**src/rtl/alarm_ring_ctrl_pkg.sv**
```systemverilog
// Shared state encoding and time-compare helper for the alarm ringing controller.
package alarm_ring_ctrl_pkg;

    typedef enum logic [1:0] {
        ST_IDLE    = 2'd0,
        ST_RINGING = 2'd1,
        ST_SNOOZE  = 2'd2
    } state_t;

    // True when the running time sits exactly on the alarm minute, second 00.
    function automatic logic time_match(
        input logic [2:0] min_tens,
        input logic [3:0] min_ones,
        input logic [2:0] sec_tens,
        input logic [3:0] sec_ones,
        input logic [2:0] alm_tens,
        input logic [3:0] alm_ones
    );
        return (min_tens == alm_tens) && (min_ones == alm_ones) &&
               (sec_tens == 3'd0) && (sec_ones == 4'd0);
    endfunction

endpackage

```
**src/rtl/alarm_ring_ctrl_rise_detect.sv**
```systemverilog
// One-cycle pulse on a rising edge of a same-domain level; reset value selectable.
module rise_detect #(
    parameter logic RST_VAL = 1'b0
) (
    input  logic clk,
    input  logic rst_n,
    input  logic d,
    output logic pulse
);

    logic d_q;

    always_ff @(posedge clk) begin
        if (!rst_n) d_q <= RST_VAL;
        else        d_q <= d;
    end

    assign pulse = d & ~d_q;

endmodule

```
**src/rtl/alarm_ring_ctrl.sv**
```systemverilog
// Alarm ringing controller: match detect, blinking LED, limited snooze, timeout, cancel.
module alarm_ring_ctrl
    import alarm_ring_ctrl_pkg::*;
#(
    parameter int unsigned SNOOZE_SEC       = 300,
    parameter int unsigned RING_TIMEOUT_SEC = 60,
    parameter int unsigned MAX_SNOOZES      = 3,
    parameter int unsigned BLINK_HALF_CYC   = 25_000_000
) (
    input  logic       clk_100MHz,
    input  logic       rst_n,
    input  logic       sec_signal,
    input  logic [2:0] minutes_tens,
    input  logic [3:0] minutes_ones,
    input  logic [2:0] seconds_tens,
    input  logic [3:0] seconds_ones,
    input  logic [2:0] alarm_min_tens,
    input  logic [3:0] alarm_min_ones,
    input  logic       alarm_en,
    input  logic       load,
    input  logic       snooze_btn,
    output logic       alarm_led,
    output logic       ringing,
    output logic       snoozing
);

    localparam int RW = $clog2(RING_TIMEOUT_SEC + 1);
    localparam int SW = $clog2(MAX_SNOOZES + 1);
    localparam int TW = $clog2(SNOOZE_SEC + 1);
    localparam int BW = $clog2(BLINK_HALF_CYC + 1);

    localparam logic [RW-1:0] RING_LAST  = RW'(RING_TIMEOUT_SEC - 1);
    localparam logic [SW-1:0] SNZ_MAX    = SW'(MAX_SNOOZES);
    localparam logic [TW-1:0] SNZ_INIT   = TW'(SNOOZE_SEC);
    localparam logic [TW-1:0] SNZ_ONE    = TW'(1);
    localparam logic [BW-1:0] BLINK_LAST = BW'(BLINK_HALF_CYC - 1);

    logic tick;
    logic snz;
    logic match;

    state_t        state_q;
    logic [RW-1:0] ring_cnt_q;
    logic [SW-1:0] snooze_cnt_q;
    logic [TW-1:0] snz_timer_q;
    logic [BW-1:0] blink_q;
    logic          led_q;
    logic          ringing_q;
    logic          snoozing_q;

    // Seconds edge register resets high so a high sec_signal at reset release is not a tick.
    rise_detect #(.RST_VAL(1'b1)) u_sec_edge (
        .clk   (clk_100MHz),
        .rst_n (rst_n),
        .d     (sec_signal),
        .pulse (tick)
    );

    rise_detect #(.RST_VAL(1'b0)) u_snz_edge (
        .clk   (clk_100MHz),
        .rst_n (rst_n),
        .d     (snooze_btn),
        .pulse (snz)
    );

    assign match = tick & time_match(minutes_tens, minutes_ones, seconds_tens, seconds_ones,
                                     alarm_min_tens, alarm_min_ones);

    always_ff @(posedge clk_100MHz) begin
        if (!rst_n) begin
            state_q      <= ST_IDLE;
            ring_cnt_q   <= '0;
            snooze_cnt_q <= '0;
            snz_timer_q  <= '0;
            blink_q      <= '0;
            led_q        <= 1'b0;
            ringing_q    <= 1'b0;
            snoozing_q   <= 1'b0;
        end else begin
            case (state_q)
                ST_IDLE: begin
                    if (match && alarm_en && !load) begin
                        state_q      <= ST_RINGING;
                        ring_cnt_q   <= '0;
                        snooze_cnt_q <= '0;
                        blink_q      <= '0;
                        led_q        <= 1'b1;
                        ringing_q    <= 1'b1;
                        snoozing_q   <= 1'b0;
                    end
                end
                ST_RINGING: begin
                    if (!alarm_en) begin
                        state_q    <= ST_IDLE;
                        led_q      <= 1'b0;
                        ringing_q  <= 1'b0;
                        snoozing_q <= 1'b0;
                    end else if (snz && (snooze_cnt_q < SNZ_MAX)) begin
                        state_q      <= ST_SNOOZE;
                        snooze_cnt_q <= snooze_cnt_q + 1'b1;
                        snz_timer_q  <= SNZ_INIT;
                        led_q        <= 1'b0;
                        ringing_q    <= 1'b0;
                        snoozing_q   <= 1'b1;
                    end else if (tick && (ring_cnt_q == RING_LAST)) begin
                        state_q    <= ST_IDLE;
                        led_q      <= 1'b0;
                        ringing_q  <= 1'b0;
                        snoozing_q <= 1'b0;
                    end else begin
                        if (tick) ring_cnt_q <= ring_cnt_q + 1'b1;
                        if (blink_q == BLINK_LAST) begin
                            blink_q <= '0;
                            led_q   <= ~led_q;
                        end else begin
                            blink_q <= blink_q + 1'b1;
                        end
                    end
                end
                ST_SNOOZE: begin
                    if (!alarm_en) begin
                        state_q    <= ST_IDLE;
                        led_q      <= 1'b0;
                        ringing_q  <= 1'b0;
                        snoozing_q <= 1'b0;
                    end else if (tick && (snz_timer_q == SNZ_ONE)) begin
                        state_q    <= ST_RINGING;
                        ring_cnt_q <= '0;
                        blink_q    <= '0;
                        led_q      <= 1'b1;
                        ringing_q  <= 1'b1;
                        snoozing_q <= 1'b0;
                    end else if (tick) begin
                        snz_timer_q <= snz_timer_q - 1'b1;
                    end
                end
                default: begin
                    state_q    <= ST_IDLE;
                    led_q      <= 1'b0;
                    ringing_q  <= 1'b0;
                    snoozing_q <= 1'b0;
                end
            endcase
        end
    end

    assign alarm_led = led_q;
    assign ringing   = ringing_q;
    assign snoozing  = snoozing_q;

endmodule
```
**config.mk**
```make
export PLATFORM = sky130hd
export DESIGN_NAME = alarm_ring_ctrl
export DESIGN_NICKNAME = d
export VERILOG_FILES = /design/src/rtl/alarm_ring_ctrl_pkg.sv /design/src/rtl/alarm_ring_ctrl_rise_detect.sv /design/src/rtl/alarm_ring_ctrl.sv
export SDC_FILE = /design/constraint.sdc
export NUM_CORES = 1
export LEC_CHECK = 0
export ABC_AREA = 1
export BUFFER_PORTS_ARGS = -buffer_cell sky130_fd_sc_hd__buf_2
export CORE_UTILIZATION = 56
export CTS_BUF_LIST = sky130_fd_sc_hd__clkbuf_4 sky130_fd_sc_hd__clkbuf_8
export CTS_CLUSTER_SIZE = 24
export DETAILED_ROUTE_END_ITERATION = 10
export PLACE_DENSITY = 0.78
export SYNTH_ARGS = -nofsm -noshare
export SYNTH_HDL_FRONTEND = slang
export SYNTH_SLANG_ARGS = --single-unit
```
**constraint.sdc**
```tcl
create_clock -name clk_100MHz -period 1.6 [get_ports clk_100MHz]
set_clock_uncertainty 0.05 [all_clocks]
set_input_delay 0.16 -clock clk_100MHz [delete_from_list [all_inputs] [get_ports clk_100MHz]]
set_output_delay 0.16 -clock clk_100MHz [all_outputs]
set_load 0.02 [all_outputs]
```
# Word-level counts from Yosys, hierarchy flattened
# Cells that the tools add are included.
[word_totals]
reg_bits = 49
in_bits = 27
out_inout_bits = 3
wordCells = 113
[classes]
n_addsub = 4
n_lt_le_gt_ge = 1
eq_ne = 20
n_mux = 51
bitwise_logic = 6
reduce_logical = 21
[ops]
columns = ["op", "count"]
rows = [
  ["$mux 25", 7],
  ["$pmux 25 s3", 1],
  ["$mux 9", 5],
  ["$mux 6", 7],
  ["$add 25x1->25 const B", 1],
  ["$eq 25x25->1 const B", 1],
  ["$ne 2x2->1 const B", 10],
  ["$mux 2", 9],
  ["$pmux 6 s3", 1],
  ["$pmux 9 s2", 1],
  ["$mux 1", 15],
  ["$eq 9x1->1 const B", 1],
  ["$pmux 1 s3", 3],
  ["$sub 9x1->9 const B", 1],
  ["$logic_and 1x1->1", 8],
  ["$reduce_and 8->1", 1],
  ["$reduce_and 7->1", 1],
  ["$add 6x1->6 const B", 1],
  ["$eq 6x6->1 const B", 1],
  ["$pmux 2 s3", 1],
  ["$reduce_and 3->1", 2],
  ["$reduce_and 6->1", 1],
  ["$ne 5x5->1 const B", 1],
  ["$eq 4x4->1", 1],
  ["17 further kinds", 22],
]

# Depth between registers and ports, before layout
[depth]
word_depth = 9
ltp_mapped = 13
depth_no_buf = 12

# Hierarchy
# A second synthesis with hierarchy kept.
[unflattened]
hier_cells = 581
area_unflattened_um2 = 3372.0
[by_module_without_submodules]
columns = ["module", "n_inst", "cells_per_inst", "area_each_um2", "seq_area_each_um2"]
rows = [
  ["alarm_ring_ctrl", 1, 572, 3300.7, 940.9],
  ["rise_detect at u_snz_edge", 1, 5, 37.5, 20.0],
  ["rise_detect at u_sec_edge", 1, 4, 33.8, 20.0],
]

# Worst setup path after synthesis
# No wires, ideal clock.
[synth_path]
kind = "reg2reg"
from = "register blink_q[0]"
to = "register blink_q[3]"
setup_ns = 0.116
arrival_ns = 1.559
path_slack_ns = -0.125
stages_incl_launch_ff = 12
synth_period_minus_slack_ns = 1.725
path_cell_list = "dfxtp_1 -> ha_1 -> nand2_1 -> nor2_4 -> nand3_2 -> inv_1 -> nand3_1 -> nand2_1 -> buf_2 -> nor2_1 -> o21ai_0 -> nor2_1"
[synth_between]
elab_chain_cells = 6
[synth_rtl]
columns = ["item", "line", "text"]
rows = [
  ["from (decl)", "alarm_ring_ctrl.sv:46", "logic [BW-1:0] blink_q;"],
  ["from (signal assigned)", "alarm_ring_ctrl.sv:116", "blink_q <= blink_q + 1'b1;"],
  ["$add 25x1->25 / $eq 25x25->1 (equally long branches)", "alarm_ring_ctrl.sv:116, alarm_ring_ctrl.sv:112", ""],
  ["$mux 25 *", "alarm_ring_ctrl.sv:112", "if (blink_q == BLINK_LAST) begin"],
  ["$mux 25 *", "alarm_ring_ctrl.sv:105", "end else if (tick && (ring_cnt_q == RING_LAST)) begin"],
  ["$mux 25 *", "alarm_ring_ctrl.sv:98", "end else if (snz && (snooze_cnt_q < SNZ_MAX)) begin"],
  ["$mux 25 *", "alarm_ring_ctrl.sv:93", "if (!alarm_en) begin"],
  ["$pmux 25 s3 *", "alarm_ring_ctrl.sv:80", "case (state_q)"],
]
# Every way passes the cells marked *; elsewhere a longest branch is shown, timed or not. The select of a mux whose other input is x is not followed.
# A chain may end at the register's enable or synchronous reset.

# Worst setup path after layout
[layout_path]
from = "register snz_timer_q[1]"
to = "register blink_q[1]"
[layout_between]
elab_chain_cells = 4
[layout_rtl]
columns = ["item", "line", "text"]
rows = [
  ["from (decl)", "alarm_ring_ctrl.sv:45", "logic [TW-1:0] snz_timer_q;"],
  ["from (signal assigned)", "alarm_ring_ctrl.sv:134", "snz_timer_q <= snz_timer_q - 1'b1;"],
  ["$eq 9x1->1", "alarm_ring_ctrl.sv:126", "end else if (tick && (snz_timer_q == SNZ_ONE)) begin"],
  ["$logic_and 1x1->1", "alarm_ring_ctrl.sv:126", ""],
  ["$ne 2x2->1 (no source line)", "--", ""],
  ["$reduce_and 7->1 (no source line)", "--", ""],
]
# Every way passes these cells.

==> run_summary.xml <==
<?xml version="1.0" encoding="UTF-8"?>
<metrics>
  <group name="status">
    <metric name="status" unit="">complete, but fails checks</metric>
    <metric name="violated_checks" unit="">negative setup slack</metric>
  </group>
  <group name="finish">
    <metric name="layout-area-overhead-vs-synth" unit="%">40.8</metric>
    <metric name="finalNetCount" unit="">719</metric>
    <metric name="final_util" unit="">0.814</metric>
    <metric name="antennaDiodeCount" unit="">0</metric>
    <metric name="final_cell_count_no_fill" unit="">763</metric>
    <metric name="final_layout_size_suffix_gt1_frac" unit="">0.340</metric>
  </group>
  <group name="clock_network">
    <metric name="htree_num_levels" unit="">2</metric>
    <metric name="cts-root-to-sink-buffers" unit="">2</metric>
    <metric name="clk_latency" unit="ns">0.31</metric>
    <metric name="cts_bufs_inserted" unit="">5</metric>
    <metric name="cts_tree" unit="">yes</metric>
    <metric name="clkTransAtPathRegs" unit="ns">0.10</metric>
    <metric name="ctsRootBufferMaster" unit="">clkbuf_8</metric>
    <metric name="tritoncts_sink_count" unit="">49</metric>
  </group>
  <group name="timing">
    <metric name="worst_slack" unit="ns">-0.171</metric>
    <metric name="clock.fmax" unit="MHz">565</metric>
    <metric name="timing_max_transition_violations_final" unit="">0</metric>
    <metric name="tns" unit="ns">-4.16</metric>
    <metric name="worst_slew_pin_slew" unit="ns">0.375</metric>
    <metric name="rsz0062_at_grt" unit="">yes</metric>
    <metric name="layout_worst_path_cycle_share" unit="">1.11</metric>
    <metric name="finalHoldViolations" unit="">0</metric>
    <metric name="fin_crit" unit="ns">1.77</metric>
    <metric name="report.final.setup_viol" unit="">41</metric>
    <metric name="relSlewSlack" unit="">0.750</metric>
  </group>
  <group name="floorplan">
    <metric name="die_width" unit="um">80.2</metric>
    <metric name="num_io_pins" unit="">30</metric>
    <metric name="standard_cell_rows" unit="">28</metric>
    <metric name="initial_utilization" unit="">0.579</metric>
    <metric name="die_height" unit="um">80.2</metric>
    <metric name="placeableCoreArea" unit="um2">5920</metric>
    <metric name="fp.dieArea" unit="um2">6430</metric>
  </group>
  <group name="global_routing">
    <metric name="largest_net_degree_at_the_start_of_global_routing" unit="">33</metric>
    <metric name="sum_of_overflow_across_all_layers_after_global_routing" unit="">0</metric>
    <metric name="track_usage" unit="">0.328</metric>
    <metric name="first_pass_grt_wire_length" unit="um">16500</metric>
    <metric name="number_of_antenna_violations_at_the_first_check_in_global_routing" unit="">0</metric>
    <metric name="via_count_of_the_first_global_routing_pass" unit="">3797</metric>
  </group>
  <group name="drt">
    <metric name="avgViaCountPerCell" unit="">5.43</metric>
    <metric name="totalWireLength" unit="um">10900</metric>
    <metric name="drc" unit="">0</metric>
    <metric name="drt_pre_antenna_iters" unit="">5</metric>
    <metric name="postRouteAntennaNets" unit="">0</metric>
    <metric name="route.vias.total" unit="">4145</metric>
    <metric name="first_iter_violations" unit="">393</metric>
    <metric name="wire_per_inst" unit="um">14.2</metric>
  </group>
  <group name="critical_path">
    <metric name="crit_required" unit="ns">1.76</metric>
    <metric name="timing_worst_setup_path_type" unit="">flip-flop to flip-flop</metric>
    <metric name="critical-path-max-stage-delay" unit="ns">0.33</metric>
    <metric name="critical_path_peak_fanout" unit="">12</metric>
    <metric name="timing.critical_path.from_type" unit="">flip-flop</metric>
    <metric name="most_frequent_cell_on_the_critical_path" unit="">nor2_1</metric>
    <metric name="cp_slowest_cell" unit="">dfxtp_2</metric>
    <metric name="worstPathArrival" unit="ns">1.93</metric>
    <metric name="endpoint_kind" unit="">flip-flop</metric>
    <metric name="worstPathCellList" unit="">inv_2, ha_4, nand2_1, nor2_1, nand3_2, nand2_2, nand2_4, nor2_8, buf_4, nand2_8, o21ai_1, nor2_1</metric>
  </group>
  <group name="placement">
    <metric name="global_placer_s_final_weighted_congestion" unit="">0.900</metric>
    <metric name="placed_cells_incl_taps" unit="">736</metric>
    <metric name="dp_slack" unit="ns">-0.168</metric>
    <metric name="place_hpwl" unit="um">6410</metric>
    <metric name="place.port_buffers" unit="">29</metric>
  </group>
  <group name="synth">
    <metric name="synthDominantAreaCellType" unit="">dfxtp_1</metric>
    <metric name="portion_of_the_post_synthesis_area_used_by_sequential_elements" unit="">0.286</metric>
    <metric name="postSynth.asyncResetShare" unit="">0</metric>
    <metric name="ys.flop_type" unit="">dfxtp_1</metric>
    <metric name="ys_ff_latch" unit="">49</metric>
    <metric name="synthTopCellsByCount" unit="">nand2_1 (148), nor2_1 (134), inv_1 (79)</metric>
    <metric name="syn_area" unit="um2">3430</metric>
    <metric name="synth.lib_cells_used.distinct" unit="">38</metric>
    <metric name="yosys.area.top_type_share" unit="">0.286</metric>
    <metric name="post_synth_main_area_contributors" unit="">dfxtp_1 (29%), nand2_1 (16%), nor2_1 (15%)</metric>
    <metric name="synthesis.area_per_instance" unit="um2">5.92</metric>
    <metric name="synth-edff-count" unit="">0</metric>
    <metric name="synth-warning-count" unit="">0</metric>
    <metric name="postSynthCellCount" unit="">579</metric>
    <metric name="synthMostInstantiatedCell" unit="">nand2_1</metric>
    <metric name="synthesized_netlist_net_count" unit="">611</metric>
  </group>
  <group name="pwr">
    <metric name="power.static_leakage" unit="uW">0.00209</metric>
    <metric name="power_per_cell_area" unit="nW/um2">482</metric>
    <metric name="ir_worst_vdd" unit="mV">0.486</metric>
  </group>
  <group name="job">
    <metric name="max_cap_viol_count" unit="">0</metric>
  </group>
  <group name="worst_hold_path">
    <metric name="hp-class" unit="">input port to flip-flop</metric>
  </group>
</metrics>
## metrics by stage
stage	hold slack [ns]	power, uW	instance area (um2)
floorplan	0.203	1320	3460
global placement	0.300	1370	4110
detailed placement	0.309	1380	4110
CTS	0.00954	2320	4580
global route	0.0794	2400	4820
finish	0.0716	2330	4820
## worst paths after layout
kind | start | to | slack, ns | cells past startpoint
hold / removal | sec_signal | u_sec_edge.d_q | 0.07 | 3
setup reg to reg | snz_timer_q[1] | blink_q[1] | -0.17 | 12
setup / recovery | snz_timer_q[1] | blink_q[1] | -0.17 | 12
hold reg to reg | snoozing | snoozing | 0.42 | 2
## per-layer routing
layer,global-route usage,share of wire
met5,0,0
met4,0.132,0.040
met3,0.0455,0.073
met2,0.590,0.49
met1,0.390,0.40
## cell families (layout without fill, tap and decap cells)
logic type      count (synthesis)  count (layout)  share of synthesized area
xor+xnor                       12              12                     0.0307
flops                          49              49                      0.286
buf+inv                        99             205                      0.123
compound gates                 53              53                     0.0822
simple gates                  361             364                      0.459
fa+ha+maj                       5               5                     0.0183
## what timing repair did
action                                  in CTS  in global routing
pin swaps                                   16                 31
hold buffers                                 1                  0
endpoints found under the setup margin      41                 46
buffers inserted                             4                  7
hold endpoints to repair                     1                  0
cloned                                       6                  1
resized for setup                           70                 56
## power by group
part | switching (uW) | total (uW) | internal [uW]
clock network | 434 | 962 | 527
logic | 80.2 | 141 | 60.9
registers | 1.84 | 1220 | 1220
## placed cells by master (no fill, tap or decap), types with 8 or more instances in the layout
cell / n
xor2_1: 9
dfxtp_1: 35
nor2_1: 117
nand3_1: 26
nand4_1: 12
nand3_2: 10
a21oi_1: 16
nand2_4: 8
inv_1: 73
buf_6: 10
dfxtp_2: 14
nand2_2: 16
o21ai_1: 12
nand2_1: 128
buf_2: 30
inv_2: 10
nor2_2: 15
buf_4: 66
## sequential cells by signal, summed over array words and instances, names as in the netlist
signal          flops
blink_q            25
snoozing            1
alarm_led           1
ringing             1
u_snz_edge.d_q      1
u_sec_edge.d_q      1
ring_cnt_q          6
snooze_cnt_q        2
state_q             2
snz_timer_q         9
## cell type report
cell class | count | area, um2
multi-input combinational | 434 | 2430
tap | 75 | 93.8
clock inverter | 1 | 30.0
inverter | 85 | 335
timing repair inverter | 3 | 40.0
sequential | 49 | 998
timing repair buffer | 109 | 808
fill | 373 | 1100
clock buffer | 7 | 90.1
## worst max-delay path, delay by kind of cell, from the launching register on
| family | cells | cell delay (ns) |
|---|---|---|
| flip-flops | 1 | 0.33 |
| AND/OR/NAND/NOR | 8 | 0.76 |
| buffers and inverters | 2 | 0.26 |
| AO/OA/AOI/OAI | 1 | 0.15 |
| adder cells (fa/ha/maj) | 1 | 0.12 |
No activity file was read; power rests on OpenSTA's default activity.
